[src/rtl/bist_pkg.sv]
// Shared types and constants for the BIST signature controller.
package bist_pkg;

  localparam int SIG_WIDTH = 16;
  localparam logic [SIG_WIDTH-1:0] MISR_SEED = 16'hFFFF;

  typedef enum logic [2:0] {
    IDLE,
    CLEAR,
    RUN,
    DRAIN,
    CAPTURE,
    DONE
  } bist_state_t;

endpackage

[src/rtl/bist_delay_line.sv]
// 1-bit enable delay line; DEPTH 0 is a plain pass-through of d.
module bist_delay_line #(
  parameter int DEPTH = 0
) (
  input  logic clk,
  input  logic reset,
  input  logic d,
  output logic q
);

  // One spare stage exists at DEPTH 0 so the port list stays identical.
  localparam int SR_W = (DEPTH == 0) ? 1 : DEPTH;

  logic [SR_W-1:0] sr;

  always_ff @(posedge clk) begin
    if (!reset) begin
      sr <= '0;
    end else begin
      sr <= (sr << 1) | SR_W'(d);
    end
  end

  assign q = (DEPTH == 0) ? d : sr[SR_W-1];

endmodule

[src/rtl/bist_sig_ctrl.sv]
// Sequences one MISR compaction run and compares the captured signature to golden.
// state   | meaning
// IDLE    | waiting for start
// CLEAR   | MISR cleared to seed
// RUN     | pattern source enabled, PATTERN_COUNT cycles
// DRAIN   | enable pipeline empties, RESP_LATENCY cycles
// CAPTURE | signature and pass loaded
// DONE    | done pulse
module bist_sig_ctrl
  import bist_pkg::*;
#(
  parameter int PATTERN_COUNT = 1024,
  parameter int RESP_LATENCY  = 0
) (
  input  logic                 clk,
  input  logic                 reset,
  input  logic                 start,
  input  logic [SIG_WIDTH-1:0] golden,
  input  logic [SIG_WIDTH-1:0] misr_out,
  output logic                 misr_reset,
  output logic                 misr_enable,
  output logic                 pat_enable,
  output logic                 busy,
  output logic                 done,
  output logic                 pass,
  output logic [SIG_WIDTH-1:0] signature
);

  localparam int CNT_W = $clog2(PATTERN_COUNT + 1);
  localparam int DRN_W = 4;

  bist_state_t          state;
  bist_state_t          state_nx;
  logic [CNT_W-1:0]     pat_cnt;
  logic [DRN_W-1:0]     drn_cnt;
  logic [SIG_WIDTH-1:0] golden_q;

  always_ff @(posedge clk) begin
    if (!reset) begin
      state <= IDLE;
    end else begin
      state <= state_nx;
    end
  end

  always_comb begin
    state_nx = state;
    case (state)
      IDLE:    if (start) state_nx = CLEAR;
      CLEAR:   state_nx = RUN;
      RUN: begin
        if (pat_cnt == CNT_W'(1)) state_nx = (RESP_LATENCY == 0) ? CAPTURE : DRAIN;
      end
      DRAIN:   if (drn_cnt == DRN_W'(1)) state_nx = CAPTURE;
      CAPTURE: state_nx = DONE;
      DONE:    state_nx = IDLE;
      default: state_nx = IDLE;
    endcase
  end

  always_ff @(posedge clk) begin
    if (!reset) begin
      pat_cnt   <= '0;
      drn_cnt   <= '0;
      golden_q  <= '0;
      signature <= '0;
      pass      <= 1'b0;
    end else begin
      case (state)
        IDLE: begin
          if (start) begin
            golden_q <= golden;
            pass     <= 1'b0;
          end
        end
        CLEAR: pat_cnt <= CNT_W'(PATTERN_COUNT);
        RUN: begin
          pat_cnt <= pat_cnt - CNT_W'(1);
          if (pat_cnt == CNT_W'(1)) drn_cnt <= DRN_W'(RESP_LATENCY);
        end
        DRAIN: drn_cnt <= drn_cnt - DRN_W'(1);
        CAPTURE: begin
          signature <= misr_out;
          pass      <= (misr_out == golden_q);
        end
        default: ;
      endcase
    end
  end

  // Outputs decode the next state so they line up with the state register.
  always_ff @(posedge clk) begin
    if (!reset) begin
      misr_reset <= 1'b1;
      pat_enable <= 1'b0;
      busy       <= 1'b0;
      done       <= 1'b0;
    end else begin
      misr_reset <= (state_nx == CLEAR);
      pat_enable <= (state_nx == RUN);
      busy       <= (state_nx != IDLE);
      done       <= (state_nx == DONE);
    end
  end

  bist_delay_line #(
    .DEPTH(RESP_LATENCY)
  ) u_dly (
    .clk  (clk),
    .reset(reset),
    .d    (pat_enable),
    .q    (misr_enable)
  );

endmodule
[config.mk]
export PLATFORM = sky130hd
export DESIGN_NAME = bist_sig_ctrl
export DESIGN_NICKNAME = d
export VERILOG_FILES = /design/src/rtl/bist_pkg.sv /design/src/rtl/bist_delay_line.sv /design/src/rtl/bist_sig_ctrl.sv
export SDC_FILE = /design/constraint.sdc
export NUM_CORES = 1
export LEC_CHECK = 0
export ABC_AREA = 0
export CORE_UTILIZATION = 30
export CTS_CLUSTER_SIZE = 10
export DETAILED_ROUTE_END_ITERATION = 10
export GPL_TIMING_DRIVEN = 0
export PLACE_DENSITY = 0.5
export SLEW_MARGIN = 5
export SYNTH_ARGS = -nofsm -noshare
export SYNTH_HDL_FRONTEND = slang
export SYNTH_SLANG_ARGS = --single-unit
[constraint.sdc]
create_clock -name clk -period 5.15 [get_ports clk]
set_clock_uncertainty 0.1 [all_clocks]
set_input_delay 0.7725 -clock clk [delete_from_list [all_inputs] [get_ports clk]]
set_output_delay 0.7725 -clock clk [all_outputs]
set_load 0.05 [all_outputs]
==> results.json <==
{
  "route.detailed.drc": 0,
  "finalSetupViolations": 0,
  "syn_nets": 324,
  "crit_chain": "buf_4, clkdlybuf4s50_1",
  "grt_pass1_wl_um": 10000,
  "cellLeakagePower_nw": 1.20,
  "yosys.area.top_type": "dfxtp_1",
  "ys_warn_count": 0,
  "highest_layer": "met4",
  "ir_worst_vdd_uv": 95.9,
  "rows": 32,
  "io_pins": 57,
  "die-area_sq_um": 8690,
  "numCtsBuffers": 5,
  "synth_cells": 285,
  "critical_path.max_fanout": 2,
  "final_net_count": 387,
  "yosysMostFrequentCell": "nand2_1",
  "slew_headroom_pct": 61.5,
  "worstSetupPathType": "reg -> out",
  "slew_viol_final": 0,
  "die_w_um": 93.2,
  "via_count": 2107,
  "place_ws_ns": 2.67,
  "synth_seq_area_share_pct": 44.1,
  "outcome": "finished, final reports clean",
  "synth-edff-count": 0,
  "synth_ff_type": "dfxtp_1",
  "required_ns": 4.28,
  "p_per_area_nw_per_um2": 264,
  "n_fill_cell": 808,
  "crit_arrival_ns": 1.53,
  "n_antenna_cell": 0,
  "syn_area_sq_um": 2500,
  "grt.total_usage_pct": 14.9,
  "clock_path_buffers": 2,
  "die_height_um": 93.2,
  "synth_common_cells": "78 x nand2_1, 55 x dfxtp_1, 25 x a21boi_0",
  "htree_levels": 2,
  "max_stage_delay_ns": 0.78,
  "cts.sinks": 55,
  "wl_met1_um": 2910,
  "drtIter0Drc": 48,
  "antenna_left": 0,
  "start_util_pct": 31.6,
  "end_kind": "output port",
  "hp-class": "reg -> reg",
  "totalWireLength_um": 6060,
  "fmax_mhz": 416,
  "synthTopCellsByArea": "dfxtp_1 44%, nand2_1 12%, a21boi_0 7.5%",
  "vias_per_cell": 4.67,
  "cp_top_family": "buffers and inverters",
  "grt_max_degree": 18,
  "clk_latency_ns": 0.31,
  "worst_slew_pin_slew_ns": 0.572,
  "gp_congestion": 0.781,
  "finalHoldViolCount": 0,
  "antenna_found_initial": 0,
  "cp.depth": 2,
  "synth.avg_cell_area_sq_um": 8.76,
  "cts_tree": "done",
  "cts_setup_buffers": 0,
  "ctsResizeCount": 0,
  "synth_top_area_share_pct": 44.1,
  "wl_met3_um": 276,
  "path_buf_inv": 2,
  "whs_path_depth": 2,
  "grt_overflow": 0,
  "rsz0062_at_grt": "no",
  "wl_met2_um": 2800,
  "finalWorstSetupSlack_ns": 2.75,
  "first_global_vias": 2059,
  "final.min_clock_period_ns": 2.40,
  "io_buffers": 56,
  "cap_viol_max_count": 0,
  "area_growth_syn_to_layout_pct": 31.1,
  "slowest_stage": "clkdlybuf4s50_1",
  "cts_hold_buf": 0,
  "utilization_pct": 41.5,
  "clkSlewWorstSetupHoldPaths_ns": 0.10,
  "cts_root_buffer": "clkbuf_8",
  "start_kind": "flop",
  "reg2reg_depth": 6,
  "fin_setup_tns_ns": 0,
  "synth-seq-cells": 55,
  "dp_hpwl_um": 4480,
  "first_pass_iters": 4,
  "yosysUniqueCellTypes": 48,
  "synth_async_sr_flop_share_pct": 0,
  "total_power_mw": 0.864,
  "period_share_pct": 46.7,
  "core_area_sq_um": 7890,
  "drive_above_1_share_pct": 6.88,
  "routedWlPerCell_um": 13.4
}
==> metal layers <==
layer	vias up	GRT usage, %
met5	-	0
met4	0	3.85
met3	7	3.82
met2	40	24.6
met1	969	19.1
li1	1091	-
==> area by class of cell <==
class,instances,area (sq um),share of cell area (%)
buffer,14,82.6,2.52
clock buffer,5,68.8,2.10
clock inverter,3,18.8,0.574
inverter,6,22.5,0.688
multi-input combinational,210,1290,39.4
sequential,55,1100,33.7
tap,102,128,3.90
timing repair buffer,56,561,17.1
==> tightest hold or removal path, cell delays in order, from the launching register on <==
cell and delay (ns):
dfxtp_1 0.32, nand2_1 0.05, a21boi_1 0.05
==> where the power goes <==
part	switching [mW]	total, mW	leakage [nW]	internal [mW]
Clock	0.147	0.244	0.0483	0.0962
Combinational	0.0840	0.157	0.708	0.0728
Sequential	0.0160	0.463	0.448	0.447
Total	0.248	0.864	1.20	0.616
==> sequential cells by signal, summed over array words and instances, names as in the netlist <==
name	flops
drn_cnt	4
pass	1
pat_cnt	11
golden_q	16
state	3
done	1
misr_reset	1
pat_enable	1
busy	1
signature	16
==> cell families (layout without fill, tap and decap cells) <==
logic type	after synthesis	after routing	synth area share (%)
simple gates	129	129	27.0
compound gates	56	56	15.2
xor+xnor	18	18	6.32
buf+inv	20	84	4.21
mux	3	3	1.20
flops	55	55	44.1
fa+ha+maj	4	4	2.01
==> final timing paths <==
kind	slack (ns)	from	to
min reg2reg	0.36	signature[15]	signature[15]
min	0.36	signature[15]	signature[15]
max	2.75	pat_enable	pat_enable
max reg2reg	3.32	pat_cnt[1]	drn_cnt[3]
==> layout by cell type, fill, tap and decap left out, types with 3 or more instances in the layout <==
master,instances
buf_2,3
nor4_1,4
buf_4,3
a21boi_0,25
and2_1,4
nand3_1,7
clkbuf_8,5
nand2_1,78
inv_1,6
a21oi_1,13
clkdlybuf4s50_1,56
a31oi_1,3
ha_1,4
nor2_1,9
dfxtp_1,55
nand4_1,5
mux2i_1,3
xor2_1,13
clkbuf_1,6
xnor2_1,5
a21boi_1,3
==> through the flow <==
step           instances  area [sq um]  hold slack [ns]
2_1_floorplan        285          2500            0.341
3_3_place_gp         443          3180            0.348
3_5_place_dp         443          3180            0.350
4_1_cts              451          3270            0.365
5_1_grt              451          3270            0.383
6_report             451          3270            0.362
Power figures use the tool's default switching activity.
